### config.mk
export PLATFORM = sky130hd
export DESIGN_NAME = wb_port_arbiter
export DESIGN_NICKNAME = d
export VERILOG_FILES = /design/src/rtl/core_pkg.sv /design/src/rtl/wb_hold_reg.sv /design/src/rtl/wb_port_arbiter.sv
export SDC_FILE = /design/constraint.sdc
export NUM_CORES = 1
export LEC_CHECK = 0
export ABC_AREA = 1
export BUFFER_PORTS_ARGS = -buffer_cell sky130_fd_sc_hd__buf_2
export CORE_MARGIN = 1.5
export CORE_UTILIZATION = 52
export CTS_CLUSTER_SIZE = 30
export DETAILED_ROUTE_END_ITERATION = 6
export GPL_TIMING_DRIVEN = 0
export PLACE_DENSITY_LB_ADDON = 0.05
export REMOVE_ABC_BUFFERS = 1
export SYNTH_ARGS = -nofsm -noshare
export SYNTH_HDL_FRONTEND = slang
export SYNTH_SLANG_ARGS = --single-unit
### constraint.sdc
create_clock -name i_clk -period 1.8 [get_ports i_clk]
set_input_delay 0.09 -clock i_clk [delete_from_list [all_inputs] [get_ports i_clk]]
set_output_delay 0.09 -clock i_clk [all_outputs]
set_load 0.01 [all_outputs]
### src/rtl/core_pkg.sv
// Shared widths, write-back packet and arbiter state encoding for the
// register-file write-port arbiter.
package core_pkg;

  localparam int WIDTH_REG  = 7;   // physical register address width
  localparam int WIDTH_BRM  = 3;   // branch-mask width, one bit per in-flight branch
  localparam int WIDTH_TAG  = 5;   // ROB tag width
  localparam int WIDTH_DATA = 32;  // result width

  // One write-back request: destination, value, ROB tag and speculation mask.
  typedef struct packed {
    logic [WIDTH_REG-1:0]  addr;
    logic [WIDTH_DATA-1:0] data;
    logic [WIDTH_TAG-1:0]  tag;
    logic [WIDTH_BRM-1:0]  brmask;
  } wb_pkt_t;

  typedef enum logic [1:0] {
    IDLE  = 2'd0,  // hold empty
    WAIT  = 2'd1,  // hold full, losing arbitration, below the starvation limit
    BLOCK = 2'd2   // hold full and starved: ALU issue is being suppressed
  } arb_state_t;

  // An entry is on a killed path when any of its branch bits is being killed.
  function automatic logic is_killed(input logic [WIDTH_BRM-1:0] mask,
                                     input logic [WIDTH_BRM-1:0] kill);
    return |(mask & kill);
  endfunction

endpackage

### src/rtl/wb_hold_reg.sv
// One-entry hold for a MulDiv result that lost the write port. Squashes
// itself on a branch kill and drops resolved-correct branch bits from its mask.
module wb_hold_reg
  import core_pkg::*;
(
  input  logic                 i_clk,
  input  logic                 i_rst_n,
  input  logic                 i_capture,  // load i_pkt (only honoured while empty)
  input  wb_pkt_t              i_pkt,
  input  logic                 i_drain,    // held entry is being written this cycle
  input  logic [WIDTH_BRM-1:0] i_brkill,
  input  logic [WIDTH_BRM-1:0] i_brok,
  output logic                 o_full,
  output wb_pkt_t              o_pkt
);

  logic    killed;
  wb_pkt_t cap_pkt;

  assign killed = o_full & is_killed(o_pkt.brmask, i_brkill);

  // Incoming entry already has this cycle's resolved branches removed from its mask.
  always_comb begin
    cap_pkt        = i_pkt;
    cap_pkt.brmask = i_pkt.brmask & ~i_brok;
  end

  // Hold register: empties on drain or kill, otherwise tracks branch resolution.
  always_ff @(posedge i_clk or negedge i_rst_n) begin
    if (!i_rst_n) begin
      o_full <= 1'b0;
      o_pkt  <= '0;
    end else if (o_full) begin
      if (killed || i_drain) begin
        o_full <= 1'b0;
      end else begin
        o_pkt.brmask <= o_pkt.brmask & ~i_brok;
      end
    end else if (i_capture) begin
      o_full <= 1'b1;
      o_pkt  <= cap_pkt;
    end
  end

endmodule

### src/rtl/wb_port_arbiter.sv
// Shares one register-file write port between the non-stallable ALU pipe and
// the MulDiv unit. ALU always wins; a losing MulDiv result waits in a
// one-entry hold, and a starvation counter asks the ALU issue queue to back off.
//
// Handshake: a MulDiv result transfers in any cycle where i_md_valid and
// o_md_ready are both high at the rising edge. o_md_ready depends only on
// registered state (hold empty), never on same-cycle inputs. The ALU side has
// no backpressure: i_alu_valid is a fire-and-forget strobe.
module wb_port_arbiter
  import core_pkg::*;
#(
  parameter int MAX_WAIT = 4  // losses tolerated before o_alu_block (>= 1)
) (
  input  logic                  i_clk,
  input  logic                  i_rst_n,
  input  logic                  i_alu_valid,
  input  logic [WIDTH_REG-1:0]  i_alu_addr,
  input  logic [WIDTH_DATA-1:0] i_alu_data,
  input  logic [WIDTH_TAG-1:0]  i_alu_tag,
  input  logic [WIDTH_BRM-1:0]  i_alu_brmask,
  input  logic                  i_md_valid,
  output logic                  o_md_ready,
  input  logic [WIDTH_REG-1:0]  i_md_addr,
  input  logic [WIDTH_DATA-1:0] i_md_data,
  input  logic [WIDTH_TAG-1:0]  i_md_tag,
  input  logic [WIDTH_BRM-1:0]  i_md_brmask,
  input  logic [WIDTH_BRM-1:0]  i_brkill,
  input  logic [WIDTH_BRM-1:0]  i_brok,
  output logic                  o_we,
  output logic [WIDTH_REG-1:0]  o_waddr,
  output logic [WIDTH_DATA-1:0] o_wdata,
  output logic [WIDTH_TAG-1:0]  o_tag,
  output logic                  o_alu_block,
  output arb_state_t            o_dbg_state
);

  localparam int             CW      = $clog2(MAX_WAIT + 1);
  localparam logic [CW-1:0]  MAX_CNT = CW'(MAX_WAIT);

  wb_pkt_t               md_pkt;
  wb_pkt_t               hold_pkt;
  logic                  hold_full;
  logic                  hold_kill;
  logic                  alu_kill;
  logic                  md_kill;
  logic                  md_xfer;
  logic                  alu_win;
  logic                  hold_win;
  logic                  md_win;
  logic                  capture;
  logic [WIDTH_REG-1:0]  win_addr;
  logic [WIDTH_DATA-1:0] win_data;
  logic [WIDTH_TAG-1:0]  win_tag;
  arb_state_t            state;
  arb_state_t            state_nxt;
  logic [CW-1:0]         wait_cnt;
  logic [CW-1:0]         cnt_nxt;
  logic [CW-1:0]         cnt_inc;

  assign md_pkt = '{addr: i_md_addr, data: i_md_data, tag: i_md_tag, brmask: i_md_brmask};

  assign o_md_ready = ~hold_full;
  assign md_xfer    = i_md_valid & ~hold_full;

  assign alu_kill  = is_killed(i_alu_brmask, i_brkill);
  assign md_kill   = is_killed(i_md_brmask, i_brkill);
  assign hold_kill = hold_full & is_killed(hold_pkt.brmask, i_brkill);

  // Fixed priority: ALU, then held MulDiv, then a MulDiv bypass straight to the port.
  assign alu_win  = i_alu_valid & ~alu_kill;
  assign hold_win = ~alu_win & hold_full & ~hold_kill;
  assign md_win   = ~alu_win & ~hold_full & md_xfer & ~md_kill;
  assign capture  = md_xfer & ~md_win & ~md_kill;

  wb_hold_reg u_hold (
    .i_clk     (i_clk),
    .i_rst_n   (i_rst_n),
    .i_capture (capture),
    .i_pkt     (md_pkt),
    .i_drain   (hold_win),
    .i_brkill  (i_brkill),
    .i_brok    (i_brok),
    .o_full    (hold_full),
    .o_pkt     (hold_pkt)
  );

  // Select the fields of whichever source wins the port this cycle.
  always_comb begin
    win_addr = i_alu_addr;
    win_data = i_alu_data;
    win_tag  = i_alu_tag;
    if (hold_win) begin
      win_addr = hold_pkt.addr;
      win_data = hold_pkt.data;
      win_tag  = hold_pkt.tag;
    end else if (md_win) begin
      win_addr = i_md_addr;
      win_data = i_md_data;
      win_tag  = i_md_tag;
    end
  end

  // Write-port output flops; address/data/tag hold their last value on idle cycles.
  always_ff @(posedge i_clk or negedge i_rst_n) begin
    if (!i_rst_n) begin
      o_we    <= 1'b0;
      o_waddr <= '0;
      o_wdata <= '0;
      o_tag   <= '0;
    end else begin
      o_we <= alu_win | hold_win | md_win;
      if (alu_win || hold_win || md_win) begin
        o_waddr <= win_addr;
        o_wdata <= win_data;
        o_tag   <= win_tag;
      end
    end
  end

  // Saturating increment of the loss counter.
  assign cnt_inc = (wait_cnt == MAX_CNT) ? wait_cnt : wait_cnt + CW'(1);

  // Starvation FSM next state: the capture cycle counts as the first loss.
  always_comb begin
    state_nxt = state;
    cnt_nxt   = wait_cnt;
    case (state)
      IDLE: begin
        cnt_nxt = '0;
        if (capture) begin
          cnt_nxt   = CW'(1);
          state_nxt = (MAX_CNT == CW'(1)) ? BLOCK : WAIT;
        end
      end
      WAIT: begin
        if (hold_win || hold_kill) begin
          state_nxt = IDLE;
          cnt_nxt   = '0;
        end else begin
          cnt_nxt = cnt_inc;
          if (cnt_inc == MAX_CNT) state_nxt = BLOCK;
        end
      end
      BLOCK: begin
        if (hold_win || hold_kill) begin
          state_nxt = IDLE;
          cnt_nxt   = '0;
        end else begin
          cnt_nxt = cnt_inc;
        end
      end
      default: begin
        state_nxt = IDLE;
        cnt_nxt   = '0;
      end
    endcase
  end

  // FSM state, wait counter and the registered ALU-block request.
  always_ff @(posedge i_clk or negedge i_rst_n) begin
    if (!i_rst_n) begin
      state       <= IDLE;
      wait_cnt    <= '0;
      o_alu_block <= 1'b0;
    end else begin
      state       <= state_nxt;
      wait_cnt    <= cnt_nxt;
      o_alu_block <= (state_nxt == BLOCK);
    end
  end

  assign o_dbg_state = state;

endmodule

==> results of run 1 <==
-- power by group through the flow --
| stage | clock (µW) | sequential, µW | combinational (µW) |
|---|---|---|---|
| floorplan | 0 | 3910 | 1940 |
| global placement | 0 | 3710 | 3330 |
| detailed placement | 0 | 3740 | 3450 |
| CTS | 1510 | 3720 | 3650 |
| global route | 1590 | 3830 | 4390 |
| finish | 1470 | 3710 | 3870 |
-- repair_timing --
item                       CTS  global route
hold buffers                18             0
setup endpoints to repair   95            68
pin swaps                    3             3
setup buffers                2             6
hold endpoints to repair    64             0
gates resized for setup     12             3
cloned                       4             4
-- flip-flops by register name, indices dropped and copies added (netlist names) --
signal / flops
o_alu_block: 1
u_hold.o_pkt: 47
o_wdata: 32
wait_cnt: 3
o_tag: 5
o_waddr: 7
o_we: 1
o_dbg_state: 2
u_hold.o_full: 1
-- metal layers --
metal	share of wire, %	GRT usage, %	vias to the layer above
met2	48	44.7	142
met3	6.3	4.79	26
met1	44	33.7	2277
li1	-	-	2307
met4	2.0	7.90	0
met5	0	0	-
-- worst paths after layout --
kind | startpoint | end | slack (ns) | cells after the start
worst max-delay path | u_hold.o_full | o_wdata[28] | 0.14 | 9
worst min-delay path | i_md_data[23] | u_hold.o_pkt[31] | 0.01 | 3
worst max register to register | u_hold.o_full | o_wdata[28] | 0.14 | 9
worst min register to register | o_waddr[5] | o_waddr[5] | 0.48 | 2
max in group asynchronous | i_rst_n | wait_cnt[0] | 0.82 | 3
min in group asynchronous | i_rst_n | u_hold.o_pkt[14] | 0.29 | 2
-- area by class of cell --
class,count,area (µm²)
clock buffers,11,141
clock inverters,5,60.1
fillers,821,2850
inverters,61,249
multi-input cells,424,2330
flip-flops and latches,99,2480
well taps,129,161
repair buffers,181,1100
-- stage by stage --
step / cells / setup WS (ns) / instance area (µm²) / utilization, %
6_report: 910 / 0.137 / 6520 / 69.6
3_3_place_gp: 858 / -1.35 / 5820 / 62.1
4_1_cts: 900 / 0.0138 / 6380 / 68.1
2_1_floorplan: 577 / -0.543 / 4890 / -
5_1_grt: 910 / 0.00129 / 6520 / 69.6
3_5_place_dp: 860 / -1.43 / 5890 / 62.8
-- synthesized netlist by cell type (all sizes together) --
master / count / area (µm²)
buf: 22 / 150
ha: 6 / 75.1
o22ai: 1 / 6.26
or2: 44 / 275
a31oi: 1 / 6.26
nand3: 55 / 290
clkbuf: 14 / 52.6
a21oi: 4 / 20.0
clkinv: 1 / 5.00
o21bai: 4 / 30.0
nor2: 7 / 41.3
nand2: 206 / 783
dfrtp: 99 / 2480
inv: 60 / 228
o21ai: 45 / 225
o211ai: 44 / 430
-- worst min-delay path: stages --
cell and delay, ns:
buf_2 0.09, inv_1 0.05, o21ai_0 0.08
-- kinds of logic after synthesis --
logic type	Yosys count	share of synthesized area (%)
and+or+nand+nor	312	27.3
DFF	99	48.6
adders and majority gates	6	1.47
AOI/OAI and AO/OA	99	14.1
buffers and inverters	97	8.54
==> results by group, run 1 <==
Outcome
  • Status: finished, final reports clean

Final layout
  • # diodes: 0
  • Final-stage net count: 886
  • Synth-to-layout area growth: 27.9%
  • Layout cell share with drive strength beyond 1: 28.9%
  • Most frequent cells in the layout: nand2_1, buf_2, dfrtp_1
  • Commonest non-fill, non-tap cell in the layout: nand2_1

Clocking
  • Clk slew on worst S/H paths: 0.10 ns
  • Num CTS Buffers: 9
  • Worst-skew pair later-pin latency: 0.35 ns
  • Clock Sinks: 99
  • CTS Root Cell: clkbuf_8
  • CTS tree: yes
  • Clock Tree Buf Depth: 2
  • # H-tree levels: 3

Place
  • Final Wtd Congestion: 0.766
  • Detail Placement HPWL: 7440 µm
  • Port bufs: 152

Synthesis
  • Syn_area_per_cell: 8.31 µm²
  • Flops & latches, synth: 99
  • Seq/Total Area, Yosys: 48.6%
  • Syn Inst Count: 613
  • YS warnings: 0
  • Synthesized cell area: 0.00510 mm²
  • Distinct cells, synth: 28

Timing
  • Final Hold Fails: 0
  • Period utilisation layout: 92.4%
  • Clock skew: 0.0168 ns
  • Fmax: 0.601 GHz
  • Final setup fails: 0
  • Max Slew Vio Count: 0
  • RSZ-0062 raised after global routing: no
  • Worst Hold Slack: 0.0132 ns
  • Tightest Pin Transition: 0.650 ns
  • Sum Neg Setup Slack: 0 ns
  • Worst slew margin: 56.7%
  • Final min period: 1.66 ns

Routing
  • Antenna-violating nets left: 0
  • Via count: 4,752
  • TritonRoute pass-1 iters: 5
  • Routed WL per cell: 15.8 µm
  • Drt drc: 0
  • Routed wire length: 14,300 µm
  • Via-to-Cell Ratio: 5.22
  • Drt first-iter violations: 207

Critical path
  • CP top delay family: simple AND/OR/NAND/NOR gates
  • Worst path slowest cell: dfrtp_2
  • Crit-path cells: clkinv_2, nand3_2, nor2_4, buf_6, nand2_8, nand2_1, o211ai_1, nand3_1, nand2_1
  • CP dominant cell by count: nand2_1
  • WP data required: 2.05 ns
  • CP max stage delay: 0.47 ns
  • Critical path arrival: 1.91 ns
  • Worst setup EP type: flop
  • CP bufs+invs: 2
  • Max Fanout on Critical Path: 22
  • Critical path launch point type: flop
  • Worst setup path class: flop to flop

Floorplan
  • Core footprint: 0.00937 mm²
  • IO Count: 153
  • Die ar.: 0.0104 mm²
  • Site Rows: 35
  • Die width: 102 µm
  • Die Y: 102 µm
  • Initial cell density of the core: 54.4%

Power and ir drop
  • Pint: 5450 µW
  • LEAKAGE: 0.00355 µW
  • Reported net switching power: 3600 µW
  • Share of total power in combinational logic: 42.7%
  • Clock share of power: 16.2%
  • Total power: 9050 µW
  • Flop pwr share: 41.0%
  • Power Dens Cells: 1390 mW/mm²
  • Max VDD drop: 619 µV
  • Net Sw Frac: 39.8%

Global route
  • Maximum number of pins on one net before global-route repair: 92
  • Vias in the first global route: 4,581
  • All-Layer GR Usage: 26.0%
  • Initial antenna violation count: 1
  • First-pass GRT wire length: 21,400 µm
  • Total gr overflow: 0

Min path
  • Worst Hold Class: input pin to flop

Run
  • Maxcap violations: 0
(Power assumes the default switching activity.)
==> run 2: changes to the inputs <==
- CORE_MARGIN: 1.5 -> default
==> run 2 against run 1 <==
Net effect: wire length increased by 0.49%; global-route usage increased by 1.2 points; non-clock buffer count increased by 4; via count rose by 0.38%; sequential share of layout area fell by 0.15 points; die area shrank 2.0%; count of clock-buffer cells in the layout shrank 1; critical endpoint is now o_wdata[2].
==> results by group, run 2 (same netlist as run 1, synthesis figures left out) <==
Routing
  • Via-to-Cell Ratio: 5.22 (about the same)
  • Routed wire length: 14,400 µm (+0.49%)
  • TritonRoute pass-1 iters: 5 (unchanged)
  • Via count: 4,770 (+0.38%)
  • Drt drc: 0 (unchanged)
  • Routed WL per cell: 15.8 µm (+0.16%)
  • Drt first-iter violations: 217 (+4.8%)
  • Antenna-violating nets left: 0 (unchanged)

Power and ir drop
  • Total power: 8920 µW (-1.5%)
  • LEAKAGE: 0.00354 µW (about the same)
  • Max VDD drop: 638 µV (+3.1%)
  • Power Dens Cells: 1360 mW/mm² (-1.9%)

Clocking
  • CTS tree: yes
  • Clock Tree Buf Depth: 2 (unchanged)
  • Clk slew on worst S/H paths: 0.10 ns (about the same)
  • # H-tree levels: 3 (unchanged)
  • Worst-skew pair later-pin latency: 0.37 ns (+0.02 ns)
  • CTS Root Cell: clkbuf_8
  • Clock Sinks: 99 (unchanged)
  • Num CTS Buffers: 9 (unchanged)

Floorplan
  • Die width: 101 µm (-0.98%)
  • Die Y: 101 µm (-0.98%)
  • IO Count: 153 (unchanged)
  • Core footprint: 0.00937 mm² (unchanged)
  • Site Rows: 35 (unchanged)
  • Initial cell density of the core: 54.4% (unchanged)
  • Die ar.: 0.0102 mm² (-2.0%)

Critical path
  • Reg2Reg Capture Point: o_wdata[2]
  • Worst setup EP type: flop
  • Worst setup path class: flop to flop
  • Crit-path cells: clkinv_2, nand3_2, nor2_4, buf_12, nand2_8, nand2_1, o211ai_2, nand3_1, nand2_1
  • Launch point of the worst reg-to-reg path: u_hold.o_full
  • CP dominant cell by count: nand2_1
  • Critical path launch point type: flop
  • WP data required: 2.06 ns (about the same)
  • Worst Setup SP: u_hold.o_full
  • Critical path arrival: 1.96 ns (+0.05 ns)
  • CP max stage delay: 0.49 ns (+0.02 ns)
  • Worst path slowest cell: dfrtp_2
  • FF-to-FF path depth: 9 (unchanged)
  • Max Fanout on Critical Path: 22 (unchanged)
  • R2R Setup Slk: 0.09 ns (-0.04 ns)

Global route
  • Maximum number of pins on one net before global-route repair: 92 (unchanged)
  • Vias in the first global route: 4,430 (-3.3%)
  • First-pass GRT wire length: 21,200 µm (-0.68%)
  • Initial antenna violation count: 0 (-1)
  • Total gr overflow: 0 (unchanged)
  • All-Layer GR Usage: 27.2% (+1.2 points)

Min path
  • Hold_sp: i_md_data[14]
  • Worst Hold Class: input pin to flop
  • WHS Endpoint: u_hold.o_pkt[22]
  • Hold Path Depth: 3 (unchanged)

Final layout
  • Multi-input logic area: 0.00234 mm² (+0.64%)
  • Layout Utilization: 69.9% (+0.28 points)
  • Sequential standard cell area: 0.00248 mm² (unchanged)
  • Fillers: 780 (-5.0%)
  • Commonest non-fill, non-tap cell in the layout: nand2_1
  • Max FFs per register: 47 (unchanged)
  • Top Registers: u_hold.o_pkt (47), o_wdata (32), o_waddr (7)
  • Synth-to-layout area growth: 28.5%
  • Final-stage net count: 890 (+0.45%)
  • Layout cell share with drive strength beyond 1: 28.7% (-0.24 points)
  • Most flop-heavy register: u_hold.o_pkt
  • # diodes: 0 (unchanged)
  • Most frequent cells in the layout: nand2_1, buf_2, dfrtp_1
  • Design area: 0.00655 mm² (+0.40%)

Timing
  • Fmax: 0.586 GHz (-2.5%)
  • Max Slew Vio Count: 0 (unchanged)
  • Clock skew: 0.0126 ns (-0.00421 ns)
  • Tightest Pin Transition: 0.802 ns (+0.152 ns)
  • Final setup fails: 0 (unchanged)
  • Worst slew margin: 46.5% (-10 points)
  • Final Hold Fails: 0 (unchanged)
  • Final min period: 1.71 ns (+0.0421 ns)
  • Period utilisation layout: 94.7% (+2.3 points)

Place
  • Final Wtd Congestion: 0.815 (+6.4%)
  • Port bufs: 152 (unchanged)
  • Detail Placement HPWL: 7410 µm (-0.40%)
  • Placed cell area: 0.00588 mm² (-0.13%)

Outcome
  • Status: finished, final reports clean

Run
  • Maxcap violations: 0 (unchanged)
-- run 2: changes by cell type in the layout (fill, tap and decap cells not counted), moves of 2 or more --
cell / delta
dlygate4sd3_1: +4
clkinvlp_4: +3
buf_12: +2
nand3_2: -2
nand3_4: +2
-- run 2: area by class of cell --
class	instances	share of cell area (%)
sequential	99	37.9
multi-input combinational	424	35.8
timing repair buffer	185	17.4
inverter	61	3.86
tap	129	2.47
clock buffer	10	1.95
clock inverter	5	0.612
-- run 2: layer usage --
layer | vias to the layer above | track usage (%) | share of wire [%]
met4 | 0 | 8.36 | 2.0
met5 | - | 0 | 0
met1 | 2257 | 35.9 | 42
met3 | 24 | 4.79 | 6.2
li1 | 2316 | - | -
met2 | 173 | 45.9 | 49
-- run 2: how the worst max path moves through the flow --
stage	depth (start not counted)	slack, ns	endpoint
after floorplan	7	-0.54	o_wdata[11]
after global placement	8	-1.35	o_wdata[23]
after detailed placement	8	-1.45	o_wdata[23]
after CTS	9	0.02	o_wdata[28]
after global routing	9	-0.02	o_alu_block
final	9	0.09	o_wdata[2]
-- run 2: what timing repair did --
item | in CTS | in global routing
endpoints found under the hold margin | 81 | 0
setup buffers | 6 | 2
pin swaps | 1 | 2
gates cloned | 4 | 4
gates resized for setup | 14 | 2
hold buffers | 22 | 0
endpoints found under the setup margin | 76 | 49
-- run 2: worst max-delay path, delay by kind of cell, from the launching register on --
family          cells  cell delay, ns
compound gates      1            0.08
buf+inv             2            0.27
flops               1            0.49
simple gates        6            0.74
-- run 2: per-stage QoR --
step | setup slack [ns] | cells | TNS (ns) | hold WS, ns
2_1_floorplan | -0.543 | 577 | -19.69 | -0.206
3_3_place_gp | -1.35 | 858 | -127.19 | 0.365
3_5_place_dp | -1.45 | 860 | -63.90 | 0.233
4_1_cts | 0.0243 | 907 | 0 | 0.0000919
5_1_grt | -0.0237 | 913 | -0.0499 | 0.00684
6_report | 0.0947 | 913 | 0 | 0.000482
-- run 2: power by group --
group | switching, µW | internal [µW]
clock | 797 | 503
combinational | 2330 | 1560
sequential | 525 | 3200
